===== src/rtl/pgm_loader_pkg.sv =====
// pgm_loader_pkg: loader FSM states and beat-geometry helpers shared by the DDRAM loader.
package pgm_loader_pkg;
   typedef enum logic [1:0] {IDLE, LOAD, DRAIN} state_t;
   localparam int unsigned IOCTL_AW = 27;
   function automatic int lanes(input int ddr_dw, input int ioctl_dw);
      return ddr_dw / ioctl_dw;
   endfunction
endpackage


===== src/rtl/pgm_beat_fifo.sv =====
// pgm_beat_fifo: synchronous circular FIFO of packed beats with an occupancy count.
module pgm_beat_fifo #(
   parameter  int W     = 8,
   parameter  int DEPTH = 4,
   localparam int CW    = $clog2(DEPTH) + 1
) (
   input  logic          clk_i,
   input  logic          rst_i,
   input  logic          push_i,
   input  logic [W-1:0]  din_i,
   input  logic          pop_i,
   output logic [W-1:0]  dout_o,
   output logic [CW-1:0] count_o
);
   localparam int PW = $clog2(DEPTH);
   logic [W-1:0]  mem_q [DEPTH];
   logic [PW-1:0] rd_q, wr_q;
   logic [CW-1:0] count_q;
   always_ff @(posedge clk_i or posedge rst_i) begin
      if (rst_i) begin
         rd_q    <= '0;
         wr_q    <= '0;
         count_q <= '0;
      end else begin
         if (push_i) wr_q <= wr_q + PW'(1);
         if (pop_i) rd_q <= rd_q + PW'(1);
         count_q <= count_q + CW'(push_i) - CW'(pop_i);
      end
   end
   always_ff @(posedge clk_i) begin
      if (push_i) mem_q[wr_q] <= din_i;
   end
   assign dout_o  = mem_q[rd_q];
   assign count_o = count_q;
endmodule


===== src/rtl/pgm_ddram_loader.sv =====
// pgm_ddram_loader: packs ioctl download words into per-region DDRAM beats behind a small FIFO.
// Define PGM_LOADER_CHECKSUM_EN to build the running download checksum.
module pgm_ddram_loader
   import pgm_loader_pkg::*;
#(
   parameter int                            IOCTL_DW    = 16,
   parameter int                            DDR_DW      = 64,
   parameter int                            DDR_AW      = 29,
   parameter int                            NUM_REGIONS = 4,
   parameter logic [NUM_REGIONS*DDR_AW-1:0] REGION_BASE = '0,
   parameter int                            FIFO_DEPTH  = 4
) (
   input  logic                fixed_50m_clk,
   input  logic                reset,
   input  logic                ioctl_download,
   input  logic                ioctl_wr,
   input  logic [IOCTL_AW-1:0] ioctl_addr,
   input  logic [IOCTL_DW-1:0] ioctl_dout,
   input  logic [7:0]          ioctl_index,
   output logic                ioctl_wait,
   output logic [DDR_AW-1:0]   ddram_addr,
   output logic [DDR_DW-1:0]   ddram_din,
   output logic [DDR_DW/8-1:0] ddram_be,
   output logic                ddram_we,
   input  logic                ddram_busy,
   output logic                load_done,
   output logic [31:0]         load_checksum
);
   localparam int BE_W = DDR_DW / 8;
   localparam int WBE  = IOCTL_DW / 8;
   localparam int BB   = $clog2(BE_W);
   localparam int WB   = $clog2(WBE);
   localparam int LW   = $clog2(lanes(DDR_DW, IOCTL_DW));
   localparam int CW   = $clog2(FIFO_DEPTH) + 1;
   typedef struct packed {
      logic [DDR_AW-1:0] addr;
      logic [DDR_DW-1:0] data;
      logic [BE_W-1:0]   be;
   } beat_t;
   state_t            state_q, state_d;
   beat_t             acc_q, acc_d, head;
   logic [CW-1:0]     count;
   logic [DDR_AW-1:0] base, waddr;
   logic [LW-1:0]     lane;
   logic              wr_ok, flush, pop, drained;
   always_comb begin
      base = '0;
      for (int r = 0; r < NUM_REGIONS; r++)
         if (ioctl_index == 8'(r)) base = REGION_BASE[r*DDR_AW +: DDR_AW];
   end
   assign waddr = base + DDR_AW'(ioctl_addr >> BB);
   assign lane  = LW'(ioctl_addr[BB-1:0] >> WB);
   assign wr_ok = ioctl_wr & ioctl_download & (ioctl_index < 8'(NUM_REGIONS)) & (state_q != DRAIN);
   // An open beat leaves when its top lane fills, a write moves to another beat, or the download ends.
   assign flush = |acc_q.be & (acc_q.be[BE_W-1] | ~ioctl_download | (wr_ok & (waddr != acc_q.addr)));
   always_comb begin
      acc_d = flush ? '0 : acc_q;
      if (wr_ok) begin
         acc_d.addr                            = waddr;
         acc_d.data[lane*IOCTL_DW +: IOCTL_DW] = ioctl_dout;
         acc_d.be[lane*WBE +: WBE]             = '1;
      end
   end
   assign ddram_we   = |count;
   assign pop        = ddram_we & ~ddram_busy;
   assign ddram_addr = ddram_we ? head.addr : '0;
   assign ddram_din  = ddram_we ? head.data : '0;
   assign ddram_be   = ddram_we ? head.be : '0;
   assign drained    = (count == '0) | ((count == CW'(1)) & pop);
   always_comb begin
      state_d = state_q == IDLE ? (ioctl_download ? LOAD : IDLE)
              : state_q == LOAD ? (ioctl_download ? LOAD : DRAIN)
              : (drained ? IDLE : DRAIN);
      load_done  = (state_q == DRAIN) & drained;
      ioctl_wait = (count >= CW'(FIFO_DEPTH - 1)) | ((state_q == DRAIN) & ioctl_download);
   end
   always_ff @(posedge fixed_50m_clk or posedge reset) begin
      if (reset) begin
         state_q <= IDLE;
         acc_q   <= '0;
      end else begin
         state_q <= state_d;
         acc_q   <= acc_d;
      end
   end
   pgm_beat_fifo #(.W($bits(beat_t)), .DEPTH(FIFO_DEPTH)) u_fifo (
      .clk_i  (fixed_50m_clk),
      .rst_i  (reset),
      .push_i (flush),
      .din_i  (acc_q),
      .pop_i  (pop),
      .dout_o (head),
      .count_o(count)
   );
`ifdef PGM_LOADER_CHECKSUM_EN
   logic [31:0] sum_q, sum_d;
   always_comb begin
      sum_d = ((state_q == IDLE) & ioctl_download) ? '0 : sum_q;
      if (wr_ok) sum_d = sum_d + 32'(ioctl_dout);
   end
   always_ff @(posedge fixed_50m_clk or posedge reset) begin
      if (reset) sum_q <= '0;
      else sum_q <= sum_d;
   end
   assign load_checksum = sum_q;
`else
   assign load_checksum = '0;
`endif
endmodule


===== config.mk =====
export PLATFORM = sky130hd
export DESIGN_NAME = pgm_ddram_loader
export DESIGN_NICKNAME = d
export VERILOG_FILES = /design/src/rtl/pgm_loader_pkg.sv /design/src/rtl/pgm_beat_fifo.sv /design/src/rtl/pgm_ddram_loader.sv
export SDC_FILE = /design/constraint.sdc
export NUM_CORES = 1
export LEC_CHECK = 0
export CORE_UTILIZATION = 35
export DETAILED_ROUTE_END_ITERATION = 8
export DONT_BUFFER_PORTS = 1
export HOLD_SLACK_MARGIN = 0.15
export PLACE_DENSITY = 0.53
export SETUP_SLACK_MARGIN = 0.3
export SLEW_MARGIN = 20
export SYNTH_ARGS = -nofsm -noshare
export SYNTH_HDL_FRONTEND = slang
export SYNTH_HIERARCHICAL = 1
export SYNTH_SLANG_ARGS = --single-unit

===== constraint.sdc =====
create_clock -name fixed_50m_clk -period 12.95 [get_ports fixed_50m_clk]
set_clock_uncertainty 0.2 [all_clocks]
set_input_delay 1.295 -clock fixed_50m_clk [delete_from_list [all_inputs] [get_ports fixed_50m_clk]]
set_output_delay 1.295 -clock fixed_50m_clk [all_outputs]
set_load 0.01 [all_outputs]

==> run summary <==
=======================================================================================
Fraction of power consumed by combinational cells                                 17.4%
Commonest cells after routing, fill and taps aside                         edfxtp_1 (404), a21oi_1 (127), dfrtp_1 (103), and2_1 (102), mux4_2 (101)
Final Max Tran Viols                                                                  0
Number of buffers and inverters on the critical path                                  2
Sum Neg Setup Slack                                                                0 ns
I/O pins                                                                            192
Die span in y                                                                    247 um
Clock buffer count from CTS                                                          53
Worst path required time                                                       11.45 ns
Total wire length after detailed routing                                        47.4 mm
NumNets Final                                                                     1,333
Utilization after layout                                                          39.3%
Crit share post-route                                                             41.5%
Critical path's top delay family                                           buffers and inverters
Largest fanout on the critical path                                                  43
Rows                                                                                 89
Transition time at the pin with the least slew margin                           1.05 ns
EDFF count, synth                                                                   404
Critical Path Start Type                                                      flip-flop
CTS sink count                                                                      509
Internal power of the cells                                                     2980 uW
Power, Total                                                                    4080 uW
Net Sw Power                                                                    1100 uW
Total setup buffers inserted after CTS                                                0
Largest stage delay, worst path                                                 0.87 ns
Clock share of power                                                              36.2%
Top cells by area in the synthesized netlist                               edfxtp_1 (58%), dfrtp_1 (13%), mux4_2 (11%)
Slowest CP cell                                                                   buf_4
Maximum ir drop on the vdd rail                                                  115 uV
Post-route ant nets                                                                   0
Vias per Instance                                                                  5.13
Count of endpoints failing hold in the final timing report                            0
Number of violations reported at the end of detailed-routing iteration 0            785
Number of filler cells placed in the layout                                       5,408
Total congestion overflow after global routing                                        0
Post-synth top area cell                                                       edfxtp_1
Detailed-placement wirelength estimate                                          27.9 mm
Placeable core region                                                       59,100 um^2
Insertion delay of the later-clocked pin in the worst-skew pair                 0.59 ns
Proportion of layout cells with a drive suffix above 1                            17.0%
Resized Gates After CTS                                                               0
Post-synthesis area per instance                                              16.7 um^2
Maximum level of the CTS H-tree                                                       2
Post-Synthesis Cell Area                                                    21,000 um^2
DRC errors left                                                                      12
Kind of capture point of the worst setup path                                output pin
Power Density                                                               175 nW/um^2
Die Area                                                                    61,000 um^2
Post-CTS Hold Buffers                                                                 0
Effective utilization at floorplan                                                35.5%
Final-report setup violation count                                                    0
Weighted congestion reported at the end of routability-driven placement           0.728
Area added between synthesis and finish                                           10.8%
Failing checks                                                                      DRC
Clock transition at path regs                                                   0.06 ns
CTS Root Cell                                                                 clkbuf_16
Total placed cells including tap cells                                            1,983
Die extent in x                                                                  247 um
Path category of the worst min-delay check                                   reg -> reg
RSZ-0062 raised after global routing                                              false
Largest net degree at the start of global routing                                   104
Most used flip-flop cell after synthesis                                       edfxtp_1
DR vias                                                                          10,696
Sw Share                                                                          27.0%
Cell type with the highest occurrence count on the critical path                  buf_4
Arrival time worst endpoint                                                     3.88 ns
Portion of synthesized cell area occupied by the leading cell type                57.8%
Mapped Cells                                                                      1,257
Commonest non-fill, non-tap cell in the layout                                 edfxtp_1
Worst path cell trace                                                      buf_4 -> buf_4 -> mux4_2 -> and2_1
Proportion of synthesized flip-flops having asynchronous set or reset             20.6%
Detail-routed net length per standard cell                                      22.7 um
Length of the first detailed-routing pass in iterations                               7
Worst Path Class, Setup                                                      reg -> out
Antenna violations before repair                                                      1
Total Routing Usage GR                                                            15.6%
Number of register bits inferred by synthesis                                       509
Number of cells in the finished layout apart from fillers                         2,083
Number of max-cap violations                                                          0
Maximum root-to-sink buffer count                                                     3
Max-slew headroom                                                                 29.7%
Via count of the first global-routing pass                                       10,676
First-pass GRT wire length                                                      70.2 mm
YS warnings                                                                           6
I/O Buffers                                                                           0
Number of library cell types mapped by synthesis                                     41
Sequential share of power                                                         46.4%
Total leakage power                                                          0.00856 uW
Fmax                                                                            186 MHz
Status                                                                     complete, but fails checks
TritonCTS clock tree                                                              built
Clock period minus worst slack                                                  5.37 ns
Count of inserted antenna diode cells                                                 0
Share of synthesized area occupied by flip-flops and latches                      70.3%
=======================================================================================
## metal layers
layer / wire length [um] / GRT usage (%)
met4: 1090 / 4.83
met2: 22900 / 25.1
met3: 3530 / 4.34
met1: 19800 / 20.5
met5: 0 / 0
## Yosys cell counts, types with 2 or more instances
cell type / count
mux4_2: 101
edfxtp_1: 404
and2_1: 106
buf_4: 36
a21oi_1: 127
o21ai_0: 2
nand2_1: 56
dfrtp_1: 105
nor4_1: 27
a31oi_1: 38
a22oi_1: 32
nor4_2: 10
xnor2_1: 16
nor3_1: 33
buf_6: 8
clkbuf_1: 46
nand2_2: 2
nor2b_1: 2
nor2_1: 6
nand3_1: 2
xor2_1: 13
ha_1: 10
nand4_1: 6
inv_1: 27
buf_2: 17
nand2b_1: 2
buf_12: 7
and3_1: 3
## kinds of logic after synthesis
logic type               count (synthesis)  synth area share [%]
XOR/XNOR                                29                  1.21
buffers and inverters                  143                  4.18
adder cells (fa/ha/maj)                 11                 0.691
AND/OR/NAND/NOR                        261                  7.33
multiplexers                           101                  10.8
flip-flops                             509                  70.3
AO/OA/AOI/OAI                          202                  5.47
other                                    1                0.0179
## flip-flops by register name, indices dropped and copies added, names as in the netlist
register	count
u_fifo/rd_q	2
acc_q	96
state_q	2
u_fifo/count_o	3
u_fifo/wr_q	2
u_fifo/mem_q	404
## power groups by stage
stage / clock, uW / sequential [uW] / combinational, uW
after floorplan: 0 / 1850 / 677
after global placement: 0 / 1930 / 730
after detailed placement: 0 / 1930 / 733
after CTS: 1520 / 1900 / 737
after global routing: 1580 / 1900 / 778
final: 1480 / 1890 / 709
## metrics by stage
| stage | instance area (um^2) | setup WS (ns) | hold WS [ns] |
|---|---|---|---|
| 6_report | 23300 | 7.58 | 0.276 |
| 5_1_grt | 23300 | 7.14 | 0.308 |
| 4_1_cts | 23200 | 7.29 | 0.278 |
| 3_5_place_dp | 21600 | 7.57 | 0.273 |
| 3_3_place_gp | 21600 | 7.65 | 0.262 |
| 2_1_floorplan | 21200 | 7.54 | 0.241 |
## cell type report
type / count / area, um^2 / share of cell area, %
multi-input combinational: 656 / 5580 / 24.0
clock buffer: 83 / 1530 / 6.57
timing repair buffer: 18 / 148 / 0.635
clock inverter: 16 / 163 / 0.699
tap: 773 / 967 / 4.16
inverter: 28 / 108 / 0.463
sequential: 509 / 14800 / 63.5
## final timing paths
kind,start,endpoint,slack (ns),cells past startpoint
worst max-delay path,u_fifo/rd_q[0],ddram_din[21],7.58,4
worst min-delay path,state_q[1],state_q[0],0.28,1
worst max register to register,acc_q[81],u_fifo/mem_q[3][41],8.62,7
worst min register to register,state_q[1],state_q[0],0.28,1
max in group asynchronous,reset,acc_q[62],10.85,2
min in group asynchronous,reset,u_fifo/count_o[2],0.34,1
Note: power is estimated with default switching activity, not from simulation.
